File: config.mk
export PLATFORM = sky130hd
export DESIGN_NAME = run_length_detector
export DESIGN_NICKNAME = d
export VERILOG_FILES = /design/src/rtl/run_length_detector.sv
export SDC_FILE = /design/constraint.sdc
export NUM_CORES = 1
export LEC_CHECK = 0
export BUFFER_PORTS_ARGS = -buffer_cell sky130_fd_sc_hd__buf_2
export CAP_MARGIN = 20
export CORE_MARGIN = 1.5
export CORE_UTILIZATION = 30
export CTS_CLUSTER_SIZE = 30
export DETAILED_ROUTE_END_ITERATION = 7
export HOLD_SLACK_MARGIN = 0.15
export PLACE_DENSITY = 0.59
export SYNTH_ARGS = -nofsm -noshare
export SYNTH_HDL_FRONTEND = slang
export SYNTH_SLANG_ARGS = --single-unit
File: constraint.sdc
create_clock -name clk -period 2.9 [get_ports clk]
set_input_delay 0 -clock clk [delete_from_list [all_inputs] [get_ports clk]]
set_output_delay 0 -clock clk [all_outputs]
set_load 0.05 [all_outputs]
File: src/rtl/run_length_detector.sv
// run_length_detector
// Watches a W-bit symbol stream sampled on en and flags runs of RUN_LEN or
// more identical symbols. It also reports the current run symbol and length,
// the longest run seen and the number of qualifying runs. z can be a level
// or a single-cycle pulse per run. All outputs are registered.
module run_length_detector #(
    parameter int W       = 1,
    parameter int RUN_LEN = 4,
    parameter int CNT_W   = 8
) (
    input  logic             clk,
    input  logic             rst,
    input  logic             en,
    input  logic [W-1:0]     din,
    input  logic             mode,
    input  logic             clr_stats,
    output logic             z,
    output logic [W-1:0]     run_sym,
    output logic [CNT_W-1:0] run_len,
    output logic [CNT_W-1:0] max_run,
    output logic [CNT_W-1:0] det_count
);

    localparam logic [CNT_W-1:0] LP_SAT = '1;
    localparam logic [CNT_W-1:0] LP_RUN = CNT_W'(RUN_LEN);

    typedef enum logic [1:0] {
        S_EMPTY = 2'd0,
        S_COUNT = 2'd1,
        S_DET   = 2'd2
    } state_t;

    state_t           r_state;
    logic [W-1:0]     r_sym;
    logic [CNT_W-1:0] r_len;
    logic [CNT_W-1:0] r_max;
    logic [CNT_W-1:0] r_det;
    logic             r_z;

    state_t           w_state_nxt;
    logic [W-1:0]     w_sym_nxt;
    logic [CNT_W-1:0] w_len_nxt;
    logic [CNT_W-1:0] w_max_nxt;
    logic [CNT_W-1:0] w_det_nxt;
    logic             w_evt;
    logic             w_z_nxt;

    // Next-state, run tracking, statistics and detection output.
    always_comb begin
        w_state_nxt = r_state;
        w_sym_nxt   = r_sym;
        w_len_nxt   = r_len;
        w_max_nxt   = r_max;
        w_det_nxt   = r_det;
        w_evt       = 1'b0;

        if (en) begin
            if (r_state == S_EMPTY || din != r_sym) begin
                // A new run starts; RUN_LEN >= 2 so it can never detect here.
                w_sym_nxt   = din;
                w_len_nxt   = {{(CNT_W-1){1'b0}}, 1'b1};
                w_state_nxt = S_COUNT;
            end else begin
                w_len_nxt = (r_len == LP_SAT) ? r_len : r_len + 1'b1;
                // Only the COUNT->DET transition is an event, so a saturated
                // length sitting at RUN_LEN cannot re-trigger.
                if (r_state == S_COUNT && w_len_nxt == LP_RUN) begin
                    w_evt       = 1'b1;
                    w_state_nxt = S_DET;
                end
            end
        end

        if (w_evt && r_det != LP_SAT) begin
            w_det_nxt = r_det + 1'b1;
        end
        if (w_len_nxt > r_max) begin
            w_max_nxt = w_len_nxt;
        end
        if (clr_stats) begin
            w_max_nxt = '0;
            w_det_nxt = '0;
        end

        // Level mode tracks the DET state; pulse mode marks only the event.
        w_z_nxt = mode ? w_evt : (w_state_nxt == S_DET);
    end

    // State and output registers with synchronous active-low reset.
    always_ff @(posedge clk) begin
        if (!rst) begin
            r_state <= S_EMPTY;
            r_sym   <= '0;
            r_len   <= '0;
            r_max   <= '0;
            r_det   <= '0;
            r_z     <= 1'b0;
        end else begin
            r_state <= w_state_nxt;
            r_sym   <= w_sym_nxt;
            r_len   <= w_len_nxt;
            r_max   <= w_max_nxt;
            r_det   <= w_det_nxt;
            r_z     <= w_z_nxt;
        end
    end

    assign z         = r_z;
    assign run_sym   = r_sym;
    assign run_len   = r_len;
    assign max_run   = r_max;
    assign det_count = r_det;

endmodule

==> impl_metrics.tcl, run 1 <==
set metrics [dict create \
    grt_pass1_vias 1285 \
    syn-num-nets 208 \
    routed_wl_um 3650 \
    r2r_slack_ns 0.23 \
    ir_drop_v 0.000156 \
    pwr-share-clk_pct 38.5 \
    startpoint_type "flop" \
    drcViolationCount 0 \
    p_sw_w 0.000183 \
    setup_viol 0 \
    antenna_found_initial 0 \
    outcome "finished clean" \
    switching_share_pct 22.9 \
    cts_tree "built" \
    cts_sinks 28 \
    initial_core_util_pct 31.5 \
    worstPathArrival_ns 2.82 \
    wl_met3_um 138 \
    ant_nets 0 \
    grt_usage_pct 12.4 \
    io_buffers 31 \
    startpoint "r_state[1]$_SDFF_PN0_" \
    slew-limit-headroom_pct 60.0 \
    routed_via_density 4.89 \
    maxCapViolations 0 \
    tns_ns 0 \
    overflow 0 \
    diodes 0 \
    wire_per_inst_um 11.9 \
    endpoint_kind "flop" \
    synthFlopType "dfxtp_1" \
    yosys.cell_types.count 43 \
    h-tree-depth 1 \
    fin_skew_ns 0.00846 \
    gp_congestion 0.791 \
    dieArea_sq_um 5920 \
    max_freq_mhz 374 \
    cp_max_fo 8 \
    hpwl_um 2810 \
    dr.pass1.iters 4 \
    async_reset_ff_share_pct 0 \
    hold_path.class "primary input to flop" \
    synth_area_leaders "dfxtp_1, ha_1, mux2i_1, nor2_1, a21oi_1" \
    top_layer_used "met4" \
    finalWorstSetupSlack_ns 0.226 \
    yosysMostFrequentCell "dfxtp_1" \
    synth_top_area_share_pct 34.1 \
    post-route-min-period_ns 2.67 \
    netlist_instances 192 \
    drive_gt1_share_pct 27.1 \
    rsz0062_at_grt "false" \
    area_growth_pct 28.4 \
    worst-r2r-cell-count 11 \
    die_y_um 77.0 \
    num_vias 1495 \
    min_path_cells 5 \
    cts-root-buf "clkbuf_8" \
    synth_common_cells "dfxtp_1, nor2_1, a21oi_1" \
    seq_power_share_pct 49.5 \
    cts_buffer_depth 2 \
    yosys_warnings 0 \
    total_leakage_power_nw 0.898 \
    seq_area_frac_synth_pct 34.1 \
    post_cts_buffers 0 \
    clkTransAtPathRegs_ns 0.10 \
    p_per_area_nw_per_um2 378 \
    grt_max_degree 17 \
    final.period_utilization_pct 92.2 \
    cp.required_ns 3.04 \
    ios 32 \
    clk_latency_ns 0.28 \
    reg2reg_from "r_state[1]$_SDFF_PN0_" \
    die_w_um 77.0 \
    synth.cell_area_sq_um 1640 \
    num_rows 26 \
    worstSetupPathType "flop to flop" \
    drt_iter0_markers 45 \
    p_comb_share_pct 12.1 \
    wl_met2_um 1620 \
    nets 253 \
    hp-start "en" \
    hold_violations 0 \
    p_int_w 0.000615 \
    grt_first_pass_wirelength_um 6020 \
    numPlacedInstances 297 \
    synth-edff-count 0 \
    core-area_sq_um 5200 \
    post-place-ws_ns -0.0294 \
    nFillCells 567 \
    synth.largest_area_cell "dfxtp_1" \
    final_cells 306 \
    maxSlewViolCount 0 \
    cts_buffers 3 \
    worst_pin_slew_ns 0.600 \
    synth-seq-cells 28 \
    met1_length_um 1840 \
    syn_area_per_cell_sq_um 8.55 \
]
state kept, by name, summed over array words and instances, names as in the netlist:
register	flops
det_count	8
max_run	8
run_len	8
r_state	2
run_sym	1
z	1
layout by cell type, fill, tap and decap left out, types with 2 or more instances in the layout:
cell	synthesis	final
buf_2	2	31
dfxtp_1	28	23
nor2_1	21	20
buf_4	2	13
nand2_1	11	11
o21ai_1	11	11
a21oi_1	12	11
mux2i_1	11	11
inv_1	10	10
and2_1	9	9
ha_1	10	9
nand4_1	7	7
nand3_1	6	6
dlygate4sd3_1	0	5
dfxtp_2	0	5
o21ai_0	4	4
and3_1	4	4
o21a_1	4	4
or3_1	4	4
nor2b_1	3	3
clkbuf_8	0	3
and4_1	2	2
a2bb2oi_2	0	2
nand2b_1	2	2
xor2_1	3	2
stage by stage:
step	total power [W]	hold WS (ns)	instance area, sq um	utilization [%]
2_1_floorplan	0.000469	0.128	1650	-
3_3_place_gp	0.000491	0.288	1950	37.4
3_5_place_dp	0.000491	0.301	1950	37.4
4_1_cts	0.000806	0.226	2070	39.9
5_1_grt	0.000831	0.258	2110	40.5
6_report	0.000797	0.236	2110	40.5
logic make-up after synthesis:
| family | count (synthesis) | synth area share (%) |
|---|---|---|
| AO/OA/AOI/OAI | 45 | 19.5 |
| XOR/XNOR | 4 | 2.13 |
| adder cells (fa/ha/maj) | 10 | 7.62 |
| buffers and inverters | 19 | 4.95 |
| flip-flops | 28 | 34.1 |
| multiplexers | 11 | 6.71 |
| AND/OR/NAND/NOR | 75 | 24.9 |
worst paths after layout:
path                                             endpoint
worst min-delay path                r_state[1]$_SDFF_PN0_
worst min register to register  det_count[5]$_SDFFE_PP0P_
worst max-delay path              max_run[5]$_SDFFE_PP0N_
worst max register to register    max_run[5]$_SDFFE_PP0N_
critical path, cell delays in order (launching register included):
cell and delay, ns:
dfxtp_1 0.35, o21ai_0 0.33, or2_1 0.24, o21ai_1 0.09, a22o_1 0.27, ha_1 0.30
a21oi_1 0.06, o21ai_1 0.16, mux2i_1 0.14, a21oi_4 0.32, mux2i_1 0.23, nor2_1 0.05
final cells by class:
cell class,instances,area (sq um),share of cell area [%]
inverter,10,37.5,1.78
multi-input combinational,145,1040,49.4
tap,70,87.6,4.16
timing repair buffer,49,303,14.4
clock buffer,3,41.3,1.96
sequential,28,567,26.9
clock inverter,1,30.0,1.43
power groups by stage:
| stage | Clock [W] | Combinational (W) | Sequential [W] |
|---|---|---|---|
| 6_report | 0.000307 | 0.0000961 | 0.000394 |
| 5_1_grt | 0.000332 | 0.000104 | 0.000395 |
| 4_1_cts | 0.000317 | 0.0000948 | 0.000394 |
| 3_5_place_dp | 0 | 0.0000875 | 0.000403 |
| 3_3_place_gp | 0 | 0.0000886 | 0.000403 |
| 2_1_floorplan | 0 | 0.0000554 | 0.000414 |
metal layers:
layer / global-route usage, % / up-vias
met5: 0 / -
met3: 2.26 / 4
met4: 4.91 / 0
met2: 18.9 / 27
met1: 17.1 / 682
li1: - / 782
timing repair:
item                                    in CTS  in global routing
hold buffers                                 5                  0
pin swaps                                    0                  0
endpoints found under the hold margin       12                  0
endpoints found under the setup margin       8                  8
gates resized for setup                      1                  8
(Power assumes the default switching activity.)
==> run 2: changes to the inputs <==
==> config.mk (replaced) <==
export PLATFORM = sky130hd
export DESIGN_NAME = run_length_detector
export DESIGN_NICKNAME = d
export VERILOG_FILES = /design/src/rtl/run_length_detector.sv
export SDC_FILE = /design/constraint.sdc
export NUM_CORES = 1
export LEC_CHECK = 0
export CAP_MARGIN = 20
export CORE_MARGIN = 1.5
export CORE_UTILIZATION = 30
export CTS_CLUSTER_SIZE = 30
export DETAILED_ROUTE_END_ITERATION = 7
export DONT_BUFFER_PORTS = 1
export HOLD_SLACK_MARGIN = 0.15
export PLACE_DENSITY = 0.54
export SYNTH_ARGS = -nofsm -noshare
export SYNTH_HDL_FRONTEND = slang
export SYNTH_SLANG_ARGS = --single-unit
==> impl_metrics.tcl, run 2 (same netlist as run 1, synthesis figures left out) <==
set metrics [dict create \
    outcome "finished clean" \
    setup_viol 0 \
    wl_met3_um 231 \
    drcViolationCount 0 \
    initial_core_util_pct 31.5 \
    antenna_found_initial 0 \
    ios 32 \
    design_area_sq_um 2090 \
    p_per_area_nw_per_um2 358 \
    layout_common_cells "buf_4, dfxtp_1, nor2_1" \
    routed_wl_um 3930 \
    p_int_w 0.000562 \
    overflow 0 \
    cts_sinks 28 \
    core-area_sq_um 5200 \
    startpoint_type "flop" \
    die_y_um 77.0 \
    io_buffers 0 \
    grt_usage_pct 13.4 \
    hp-start "en" \
    worst_pin_slew_ns 0.676 \
    max_freq_mhz 374 \
    hold_end "run_len[1]$_SDFF_PN0_" \
    cts_tree "built" \
    num_vias 1467 \
    h-tree-depth 1 \
    nFillCells 552 \
    worstPathArrival_ns 2.90 \
    ant_nets 0 \
    regArea_sq_um 566 \
    met1_length_um 1920 \
    diodes 0 \
    worstSetupPathType "flop to flop" \
    cp.required_ns 3.13 \
    slowest_stage "dlygate4sd3_1" \
    p_comb_share_pct 15.1 \
    num_rows 26 \
    nets 243 \
    drive_gt1_share_pct 22.1 \
    cp_max_fo 6 \
    r2r-end "z$_SDFF_PN0_" \
    switching_share_pct 24.9 \
    hold_path.class "primary input to flop" \
    wire_per_inst_um 13.3 \
    tns_ns 0 \
    p_total_w 0.000749 \
    cts-root-buf "clkbuf_8" \
    top_layer_used "met4" \
    final.period_utilization_pct 92.3 \
    whs_ns 0.146 \
    numPlacedInstances 283 \
    pwr-share-clk_pct 32.6 \
    clk_latency_ns 0.27 \
    worst-r2r-cell-count 8 \
    min_path_cells 3 \
    dieArea_sq_um 5920 \
    final_cells 296 \
    routed_via_density 4.96 \
    r2r_slack_ns 0.22 \
    post-route-min-period_ns 2.68 \
    maxCapViolations 0 \
    rsz0062_at_grt "false" \
    drt_iter0_markers 138 \
    maxSlewViolCount 0 \
    grt_first_pass_wirelength_um 6510 \
    clkTransAtPathRegs_ns 0.10 \
    grt_pass1_vias 1338 \
    seq_power_share_pct 52.3 \
    endpoint_kind "flop" \
    final_common_cell "buf_4" \
    multiInputGateArea_sq_um 1030 \
    area_growth_pct 27.4 \
    slew-limit-headroom_pct 54.8 \
    cp_cell_sequence "ha_1 -> buf_4 -> xnor2_1 -> or4_4 -> a221oi_4 -> and2_1 -> o21a_1 -> dlygate4sd3_1" \
    placed_area_sq_um 1920 \
    gp_congestion 0.834 \
    ir_drop_v 0.000172 \
    grt_max_degree 17 \
    critPathMaxStageDelay_ns 0.53 \
    die_w_um 77.0 \
    dr.pass1.iters 5 \
    wl_met2_um 1750 \
    cts_buffers 3 \
    hpwl_um 2950 \
    reg2reg_from "run_len[0]$_SDFF_PN0_" \
    hold_violations 0 \
    cts_buffer_depth 2 \
    fin_skew_ns 0.00508 \
    p_sw_w 0.000187 \
    total_leakage_power_nw 0.843 \
]
run 2: layout make-up:
cell class	instances	share of cell area, %
well taps	70	4.19
inverters	10	1.80
clock buffers	4	2.63
flip-flops and latches	28	27.0
repair buffers	39	15.2
multi-input cells	145	49.1
run 2: worst max-delay path, delay by kind of cell (launching register included):
family                   cells  cell delay (ns)
XOR/XNOR                     1             0.11
buffers and inverters        2             0.70
flip-flops                   1             0.33
AO/OA/AOI/OAI                2             0.44
adder cells (fa/ha/maj)      1             0.26
AND/OR/NAND/NOR              2             0.78
run 2: worst max-delay path by stage:
stage                         endpoint             startpoint  cells past startpoint
3_3_place_gp   max_run[1]$_SDFFE_PP0N_  run_len[2]$_SDFF_PN0_                     11
2_1_floorplan  max_run[0]$_SDFFE_PP0N_  run_len[5]$_SDFF_PN0_                     12
5_1_grt        max_run[1]$_SDFFE_PP0N_   run_sym$_SDFFE_PN0P_                     13
3_5_place_dp   max_run[1]$_SDFFE_PP0N_  run_len[2]$_SDFF_PN0_                     11
6_report                  z$_SDFF_PN0_  run_len[0]$_SDFF_PN0_                      8
4_1_cts        max_run[1]$_SDFFE_PP0N_  run_len[2]$_SDFF_PN0_                     11
run 2: stage by stage:
stage | setup slack, ns | utilization (%)
after floorplan | 0.0496 | -
after global placement | 0.00889 | 36.9
after detailed placement | 0.0166 | 36.9
after CTS | 0.123 | 39.0
after global routing | 0.0474 | 40.2
final | 0.223 | 40.2
run 2: what timing repair did:
action,CTS,global route
buffers inserted,0,4
resized for setup,1,5
hold buffers,5,0
setup endpoints to repair,6,8
pin swaps,0,1
endpoints found under the hold margin,14,0
run 2: per-layer routing:
layer	up-vias	global-route usage (%)
met2	29	21.7
met1	675	17.8
met4	0	3.27
met5	-	0
met3	2	3.57
li1	761	-
run 2: power groups by stage:
| stage | logic (W) | clock network [W] | registers (W) |
|---|---|---|---|
| 2_1_floorplan | 0.0000554 | 0 | 0.000414 |
| 3_3_place_gp | 0.0000846 | 0 | 0.000400 |
| 3_5_place_dp | 0.0000851 | 0 | 0.000400 |
| 4_1_cts | 0.0000966 | 0.000253 | 0.000391 |
| 5_1_grt | 0.000123 | 0.000272 | 0.000392 |
| 6_report | 0.000113 | 0.000244 | 0.000392 |
